--- src/rtl/fixed_self_attention_weight_scheduler.sv ---
// Weight-stream scheduler for the fixed self-attention block.
// Steers one shared weight tile stream into the query, key and value weight ports in
// head-major order: all Q tiles of head h, then K tiles, then V tiles, then head h+1.
// Steering is pure combinational pass-through (zero latency, no buffering).
//
// Ports:
//   clk, rst                 clock, synchronous active-low reset
//   start, abort             begin a full load (IDLE only) / return to IDLE from any state
//   busy, done               routing in progress / one-cycle pulse after the final V tile
//   head_idx, proj_sel       current head / selected projection (0=Q 1=K 2=V 3=none)
//   weight_in*               shared tile stream (valid/ready)
//   query/key/value_weight*  per-projection tile streams (valid/ready)
module fixed_self_attention_weight_scheduler #(
  parameter int unsigned NUM_HEADS                = 12,
  parameter int unsigned WEIGHT_TENSOR_SIZE_DIM_0 = 768,
  parameter int unsigned WEIGHT_TENSOR_SIZE_DIM_1 = 768,
  parameter int unsigned WEIGHT_PARALLELISM_DIM_0 = 4,
  parameter int unsigned WEIGHT_PARALLELISM_DIM_1 = 4,
  parameter int unsigned WEIGHT_PRECISION_0       = 16,
  localparam int unsigned NumElems = WEIGHT_PARALLELISM_DIM_0 * WEIGHT_PARALLELISM_DIM_1,
  localparam int unsigned TILES_PER_HEAD =
      (WEIGHT_TENSOR_SIZE_DIM_0 / WEIGHT_PARALLELISM_DIM_0) *
      (WEIGHT_TENSOR_SIZE_DIM_1 / WEIGHT_PARALLELISM_DIM_1) / NUM_HEADS,
  localparam int unsigned HeadW = (NUM_HEADS > 1) ? $clog2(NUM_HEADS) : 1,
  localparam int unsigned CntW  = (TILES_PER_HEAD > 1) ? $clog2(TILES_PER_HEAD) : 1
) (
  input  logic                          clk,
  input  logic                          rst,
  input  logic                          start,
  input  logic                          abort,
  output logic                          busy,
  output logic                          done,
  output logic [HeadW-1:0]              head_idx,
  output logic [1:0]                    proj_sel,
  input  logic [WEIGHT_PRECISION_0-1:0] weight_in [NumElems],
  input  logic                          weight_in_valid,
  output logic                          weight_in_ready,
  output logic [WEIGHT_PRECISION_0-1:0] query_weight [NumElems],
  output logic                          query_weight_valid,
  input  logic                          query_weight_ready,
  output logic [WEIGHT_PRECISION_0-1:0] key_weight [NumElems],
  output logic                          key_weight_valid,
  input  logic                          key_weight_ready,
  output logic [WEIGHT_PRECISION_0-1:0] value_weight [NumElems],
  output logic                          value_weight_valid,
  input  logic                          value_weight_ready
);

  // Tiles must split evenly across the matrix and across heads.
  if ((WEIGHT_TENSOR_SIZE_DIM_0 % WEIGHT_PARALLELISM_DIM_0) != 0 ||
      (WEIGHT_TENSOR_SIZE_DIM_1 % WEIGHT_PARALLELISM_DIM_1) != 0 ||
      (((WEIGHT_TENSOR_SIZE_DIM_0 / WEIGHT_PARALLELISM_DIM_0) *
        (WEIGHT_TENSOR_SIZE_DIM_1 / WEIGHT_PARALLELISM_DIM_1)) % NUM_HEADS) != 0) begin : g_bad_cfg
    $error("weight tiling does not divide evenly across heads");
  end

  typedef enum logic [2:0] {StIdle, StRouteQ, StRouteK, StRouteV, StDone} state_e;

  state_e           state_q, state_d;
  logic [CntW-1:0]  tile_cnt_q, tile_cnt_d;
  logic [HeadW-1:0] head_q, head_d;
  logic             xfer, last_tile, last_head;

  // Data is always presented on every port; only the valids gate transfers.
  assign query_weight = weight_in;
  assign key_weight   = weight_in;
  assign value_weight = weight_in;

  assign head_idx  = head_q;
  assign xfer      = weight_in_valid & weight_in_ready;
  assign last_tile = (tile_cnt_q == CntW'(TILES_PER_HEAD - 1));
  assign last_head = (head_q == HeadW'(NUM_HEADS - 1));

  // Output decode and routing.
  always_comb begin
    busy               = 1'b0;
    done               = 1'b0;
    proj_sel           = 2'd3;
    weight_in_ready    = 1'b0;
    query_weight_valid = 1'b0;
    key_weight_valid   = 1'b0;
    value_weight_valid = 1'b0;
    unique case (state_q)
      StRouteQ: begin
        busy               = 1'b1;
        proj_sel           = 2'd0;
        query_weight_valid = weight_in_valid;
        weight_in_ready    = query_weight_ready;
      end
      StRouteK: begin
        busy             = 1'b1;
        proj_sel         = 2'd1;
        key_weight_valid = weight_in_valid;
        weight_in_ready  = key_weight_ready;
      end
      StRouteV: begin
        busy               = 1'b1;
        proj_sel           = 2'd2;
        value_weight_valid = weight_in_valid;
        weight_in_ready    = value_weight_ready;
      end
      StDone:  done = 1'b1;
      default: ;
    endcase
  end

  // Next-state logic.
  always_comb begin
    state_d    = state_q;
    tile_cnt_d = tile_cnt_q;
    head_d     = head_q;
    unique case (state_q)
      StIdle: begin
        if (start && !abort) begin
          state_d    = StRouteQ;
          tile_cnt_d = '0;
          head_d     = '0;
        end
      end
      StRouteQ, StRouteK, StRouteV: begin
        if (xfer) begin
          if (last_tile) begin
            tile_cnt_d = '0;
            if (state_q == StRouteQ) begin
              state_d = StRouteK;
            end else if (state_q == StRouteK) begin
              state_d = StRouteV;
            end else if (last_head) begin
              state_d = StDone;
            end else begin
              state_d = StRouteQ;
              head_d  = head_q + 1'b1;
            end
          end else begin
            tile_cnt_d = tile_cnt_q + 1'b1;
          end
        end
      end
      StDone: begin
        state_d = StIdle;
        head_d  = '0;
      end
      default: state_d = StIdle;
    endcase
    // A transfer accepted during the abort cycle is deliberately not counted.
    if (abort && (state_q != StIdle)) begin
      state_d    = StIdle;
      tile_cnt_d = '0;
      head_d     = '0;
    end
  end

  always_ff @(posedge clk) begin
    if (!rst) begin
      state_q    <= StIdle;
      tile_cnt_q <= '0;
      head_q     <= '0;
    end else begin
      state_q    <= state_d;
      tile_cnt_q <= tile_cnt_d;
      head_q     <= head_d;
    end
  end

endmodule

--- config.mk ---
export PLATFORM = sky130hd
export DESIGN_NAME = fixed_self_attention_weight_scheduler
export DESIGN_NICKNAME = d
export VERILOG_FILES = /design/src/rtl/fixed_self_attention_weight_scheduler.sv
export SDC_FILE = /design/constraint.sdc
export NUM_CORES = 1
export LEC_CHECK = 0
export BUFFER_PORTS_ARGS = -buffer_cell sky130_fd_sc_hd__clkbuf_2
export CAP_MARGIN = 10
export CELL_PAD_IN_SITES_DETAIL_PLACEMENT = 0
export CELL_PAD_IN_SITES_GLOBAL_PLACEMENT = 1
export CORE_AREA = 2 2 402 404
export DETAILED_ROUTE_END_ITERATION = 6
export DIE_AREA = 0 0 404 406
export PLACE_DENSITY = 0.31
export SLEW_MARGIN = 0
export SYNTH_ARGS = -nofsm -noshare
export SYNTH_HDL_FRONTEND = slang
export SYNTH_SLANG_ARGS = --single-unit
--- constraint.sdc ---
create_clock -name clk -period 2.2 [get_ports clk]
set_input_delay 0 -clock clk [delete_from_list [all_inputs] [get_ports clk]]
set_output_delay 0 -clock clk [all_outputs]
set_load 0.01 [all_outputs]
### Word-level counts from Yosys, hierarchy flattened

Index checks and enable logic that the tools add are counted.
W data, S select, Z words.

| storage, ports and cells | value |
|---|---|
| register bits | 19 |
| bits of input ports | 264 |
| output and inout port bits | 780 |
| logic and storage cells | 56 |

| operators by class | value |
|---|---|
| add/subtract/negate cells | 2 |
| equal/unequal tests | 12 |
| multiplexer cells | 25 |
| bitwise logic cells | 2 |
| reduce and logical (&&, ||, !) cells | 12 |

Operators by type and width:

| operator | count |
|---|---|
| $mux W12 | 3 |
| $mux W4 | 6 |
| $pmux W12 S2 | 1 |
| $mux W3 | 6 |
| $add A12 B1 Y12 const B | 1 |
| $eq A12 B12 Y1 const B | 1 |
| $pmux W4 S3 | 1 |
| $ne A2 B2 Y1 const B | 4 |
| $reduce_and A7 Y1 | 1 |
| $eq A3 B2 Y1 const B | 2 |
| $pmux W2 S3 | 1 |
| $pmux W3 S2 | 1 |
| $reduce_and A3 Y1 | 2 |
| $reduce_bool A3 Y1 | 2 |
| $mux W1 | 5 |
| $add A4 B1 Y4 const B | 1 |
| $eq A4 B4 Y1 const B | 1 |
| $ne A2 B1 Y1 const B | 2 |
| $eq A3 B1 Y1 const B | 1 |
| $eq A3 B3 Y1 const B | 1 |
| $logic_not A3 Y1 | 1 |
| $pmux W1 S3 | 1 |
| $reduce_or A3 Y1 | 1 |
| $logic_and A1 B1 Y1 | 2 |
| 5 further kinds | 5 |

### Logic depth before layout (Yosys ltp)

| logic depth | value |
|---|---|
| word-level depth | 7 |
| gate-level depth with buffers | 7 |
| mapped depth without buffers | 6 |

### Worst setup path after synthesis

Ideal clock, no wire load.

| path | value |
|---|---|
| path kind | register to register |
| from | register tile_cnt_q[0] |
| to | register head_q[0] (netlist: head_idx[0]) |
| library setup time | 79 ps |
| arrival | 1683 ps |
| required time | 2121 ps |
| setup slack | 438 ps |
| stages on the path, launching flop included | 7 |
| path buffers | 0 |
| period minus slack after synthesis | 1762 ps |
| cells stage by stage | dfxtp_1 ha_1 nand3_1 nor4b_4 and2_2 a21oi_1 a211oi_2 |

| on the way | value |
|---|---|
| word-level cells in the longest chain between the ends | 3 |

Ends and longest elaborated chain:

| element | RTL line | source |
|---|---|---|
| from (decl) | 60 | `logic [CntW-1:0] tile_cnt_q, tile_cnt_d;` |
| from (signal assigned) | 160 | `tile_cnt_q <= tile_cnt_d;` |
| $eq A12 B12 Y1 | 71 | `assign last_tile = (tile_cnt_q == CntW'(TILES_PER_HEAD - 1));` |
| $ne A2 B1 Y1 (no line) | n/a |  |
| $reduce_and A7 Y1 (no line) | n/a |  |
| to (signal assigned) | 157 | `head_q <= '0;` |
| to (signal assigned) | 161 | `head_q <= head_d;` |
| to (decl) | 61 | `logic [HeadW-1:0] head_q, head_d;` |

No other way between the ends.
A chain may end at the register's enable or synchronous reset.

### Worst setup path in the final report

| path | value |
|---|---|
| from | register state_q[0] |
| to | register head_q[0] (netlist: head_idx[0]) |

| on the way | value |
|---|---|
| word-level cells in the longest chain between the ends | 5 |
| elaborated cells on any way between the ends | 20 |
| those cells by class | eq/ne (10); mux (2); bitwise (1); reduce/logical (7) |

Ends and longest elaborated chain:

| element | RTL line | source |
|---|---|---|
| from (decl) | 59 | `state_e state_q, state_d;` |
| from (signal assigned) | 155 | `state_q <= StIdle;` |
| from (signal assigned) | 159 | `state_q <= state_d;` |
| $eq A3 B2 Y1 (tied with other cells) | 83, 112 |  |
| $pmux W1 S3 | 83 | `unique case (state_q)` |
| $and A1 B1 Y1 | 70 | `assign xfer = weight_in_valid & weight_in_ready;` |
| $ne A2 B1 Y1 (no line) | n/a |  |
| $reduce_and A7 Y1 (no line) | n/a |  |

Several ways; a longest one is shown, not always the timed one.

==> run summary <==
Status: complete, no violations
Die W: 404 µm
Clk sink count: 19
Vias in the first global route: 2,442
Crit path max fanout: 10
Reg-to-reg startpoint: state_q[0]$_SDFFE_PP0P_
Resize count post-CTS: 0
DPL Wire Length: 37,960 µm
Final setup fails: 0
PortBufs: 19
Largest net degree at the start of global routing: 12
Relative slew slack: 69.08%
Worst VDD drop: 222.3 µV
Post-synth top area cell: buf_4
I/O pin count: 1,044
Hold_buf cts: 0
Tcrit/Tclk final: 89.01%
RSZ-0062 raised after global routing: no
Crit end category: register
Worst Skew: 4.774 ps
F_max: 0.5107 GHz
Worst-Margin Slew: 462.1 ps
Final slew viol count: 0
Vias per inst: 0.9699
Hold Path Stages: 0
Worst flop-to-flop path endpoint: head_idx[0]$_SDFFE_PP0P_
Worst hold path class: input pin to output pin
DRT Wirelength: 41,240 µm
Die Y: 406 µm
R2R cell count: 5
Core area: 159,600 µm²
Clk buf depth: 2
Initial Utilization: 4.335%
Synthesis-to-layout area growth: -42.31%
Routed len/inst: 18.24 µm
Hold_sp: weight_in[173]
Clock Pin Slew Worst Setup and Hold Paths: 60 ps
Routed vias: 2,193
R2r setup slk: 240 ps
Grt total ovfl: 0
Post-synth top area share: 83.31%
Pwr dens: 235.0 nW/µm²
Top post-synthesis cells by area: buf_4, dfxtp_1, a21oi_1
GRT Overall Usage: 4.747%
Clock Tree Root: clkbuf_16
Antenna Nets Post-Route: 0
Cells along the critical path: mux2_2 -> a22o_1 -> and2_2 -> a21oi_1 -> a211oi_2
Worst Path Required: 2340 ps
Pre-Repair DR Iteration Count: 4
Top FF cell, synth: dfxtp_1
Syn avg cell area: 7.563 µm²
Fin. Hold Viols: 0
Synth warn: 0
Async SR Flop Fraction: 0%
First-pass GRT wire length: 46,540 µm
Fin crit period: 1958 ps
Syn_nets: 1,181
Routability cong.: 0.6305
Fin nets: 442
Post-route DRC: 0
Pleak: 0.0005760 µW
Post-CTS Setup Bufs: 0
Post-placement cell count: 2,257
Worst Hold End: query_weight[173]
TritonCTS clock tree: built
Mapped Cells: 915
CTS buffer count: 3
CP arrival: 2100 ps
Filler instances: 19,090
Clock latency on the worst-skew pair: 260 ps
Setup TNS: 0 ps
Post-synth EDFFs: 0
DR iter-0 viols: 124
Startpoint types: register
Row count: 147
Max Cap Viol: 0
Initial antenna violation count: 1
Layout Cells excl Fill: 2,261
Sequential share of the synthesized area: 5.496%
Diode count: 0
WS Path Type: register to register
Die area: 164,000 µm²
Synth cell types: 45
Worst path max stage delay: 560 ps
Mapped Area: 6920 µm²
Slowest CP cell: dfxtp_1
Yosys reg bits: 19
Share of cells above drive strength 1: 25.71%
Max H-tree Level: 1
-- worst max-delay path, delay by kind of cell, from the launching register on --
kind	cells	cell delay, ps
AOI/OAI and AO/OA	3	580
DFF	1	560
muxes	1	420
and+or+nand+nor	1	280
-- worst max-delay path by stage --
stage                               start                         end  slack, ps  cells after the start
6_report          state_q[0]$_SDFFE_PP0P_    head_idx[0]$_SDFFE_PP0P_        240                      5
5_1_grt           state_q[0]$_SDFFE_PP0P_    head_idx[0]$_SDFFE_PP0P_        120                      5
4_1_cts           state_q[1]$_SDFFE_PP0P_                        busy        240                      4
3_5_place_dp      state_q[0]$_SDFFE_PP0P_    head_idx[0]$_SDFFE_PP0P_        280                      5
3_3_place_gp   tile_cnt_q[0]$_SDFFE_PP0P_  tile_cnt_q[5]$_SDFFE_PP0P_        270                      8
2_1_floorplan  tile_cnt_q[0]$_SDFFE_PP0P_    head_idx[0]$_SDFFE_PP0P_        440                      6
-- metal layers --
metal  up-vias  global-route usage [%]  wire, µm
li1        599                       -         -
met1       728                   2.205      6609
met2       715                   6.494     16540
met3       147                   8.390     15540
met4         4                   2.821      2451
met5         -                  0.4163        99
-- per-stage QoR --
stage	setup WS, ps	util (%)	instance area [µm²]	hold slack [ps]	power [µW]
after floorplan	437.5	-	6920	91.77	1901
after global placement	265.8	2.451	3913	0.1320	554.5
after detailed placement	277.7	2.451	3913	0.1320	549.4
after CTS	242.1	2.501	3993	0.1320	960.3
after global routing	116.5	2.501	3993	0.04425	996.9
final	241.8	2.501	3993	0.002387	938.2
-- report_power, final --
| part | leakage (µW) | switching (µW) | internal, µW |
|---|---|---|---|
| Sequential | 0.000153 | 10.7 | 348 |
| Combinational | 0.000382 | 117 | 56.5 |
| Clock | 0.0000409 | 161 | 245 |
-- synth_stat cells, drive strengths merged (2+ instances only) --
cell type and instances:
nand4 6, ha 2, mux2i 3, o31ai 2
and3 3, a31oi 2, nor3 9, o21ai 11
buf 771, dfxtp 19, nand2 10, nand3b 2
clkbuf 2, nor2 14, xor2 2, nand3 10
nand2b 3, inv 6, a21oi 18, and2 3
-- layout make-up --
cell class	count	area (µm²)	area share (%)
Tap cell	2086	2610	65.37
Clock buffer	3	75.07	1.880
Multi-Input combinational cell	117	729.5	18.27
Sequential cell	19	380.4	9.527
Clock inverter	1	5.005	0.1254
Timing Repair Buffer	29	170.2	4.262
Inverter	6	22.52	0.5641
-- sequential cells by signal (all words and copies together) (netlist names) --
name / cells
head_idx: 4
tile_cnt_q: 12
state_q: 3
-- cells in the final DEF (no fill, tap or decap), types with 5 or more instances in the layout --
cell	synthesis	final
nor3_1	8	8
o21ai_1	7	7
dfxtp_1	19	19
nand3_1	10	10
clkbuf_2	0	19
nand2_1	10	10
inv_1	5	5
buf_4	768	10
a21oi_1	17	17
nand4_1	6	6
nor2_1	13	13
-- logic make-up (layout without fill, tap and decap cells) --
kind of cell,Yosys count,count (layout),synth area share [%]
AO/OA/AOI/OAI,40,40,3.562
XOR/XNOR,2,2,0.2532
adder cells (fa/ha/maj),2,2,0.3615
buffers and inverters,779,39,83.96
flip-flops,19,19,5.496
multiplexers,4,4,0.5966
AND/OR/NAND/NOR,69,69,5.768
No activity file was read; power rests on OpenSTA's default activity.
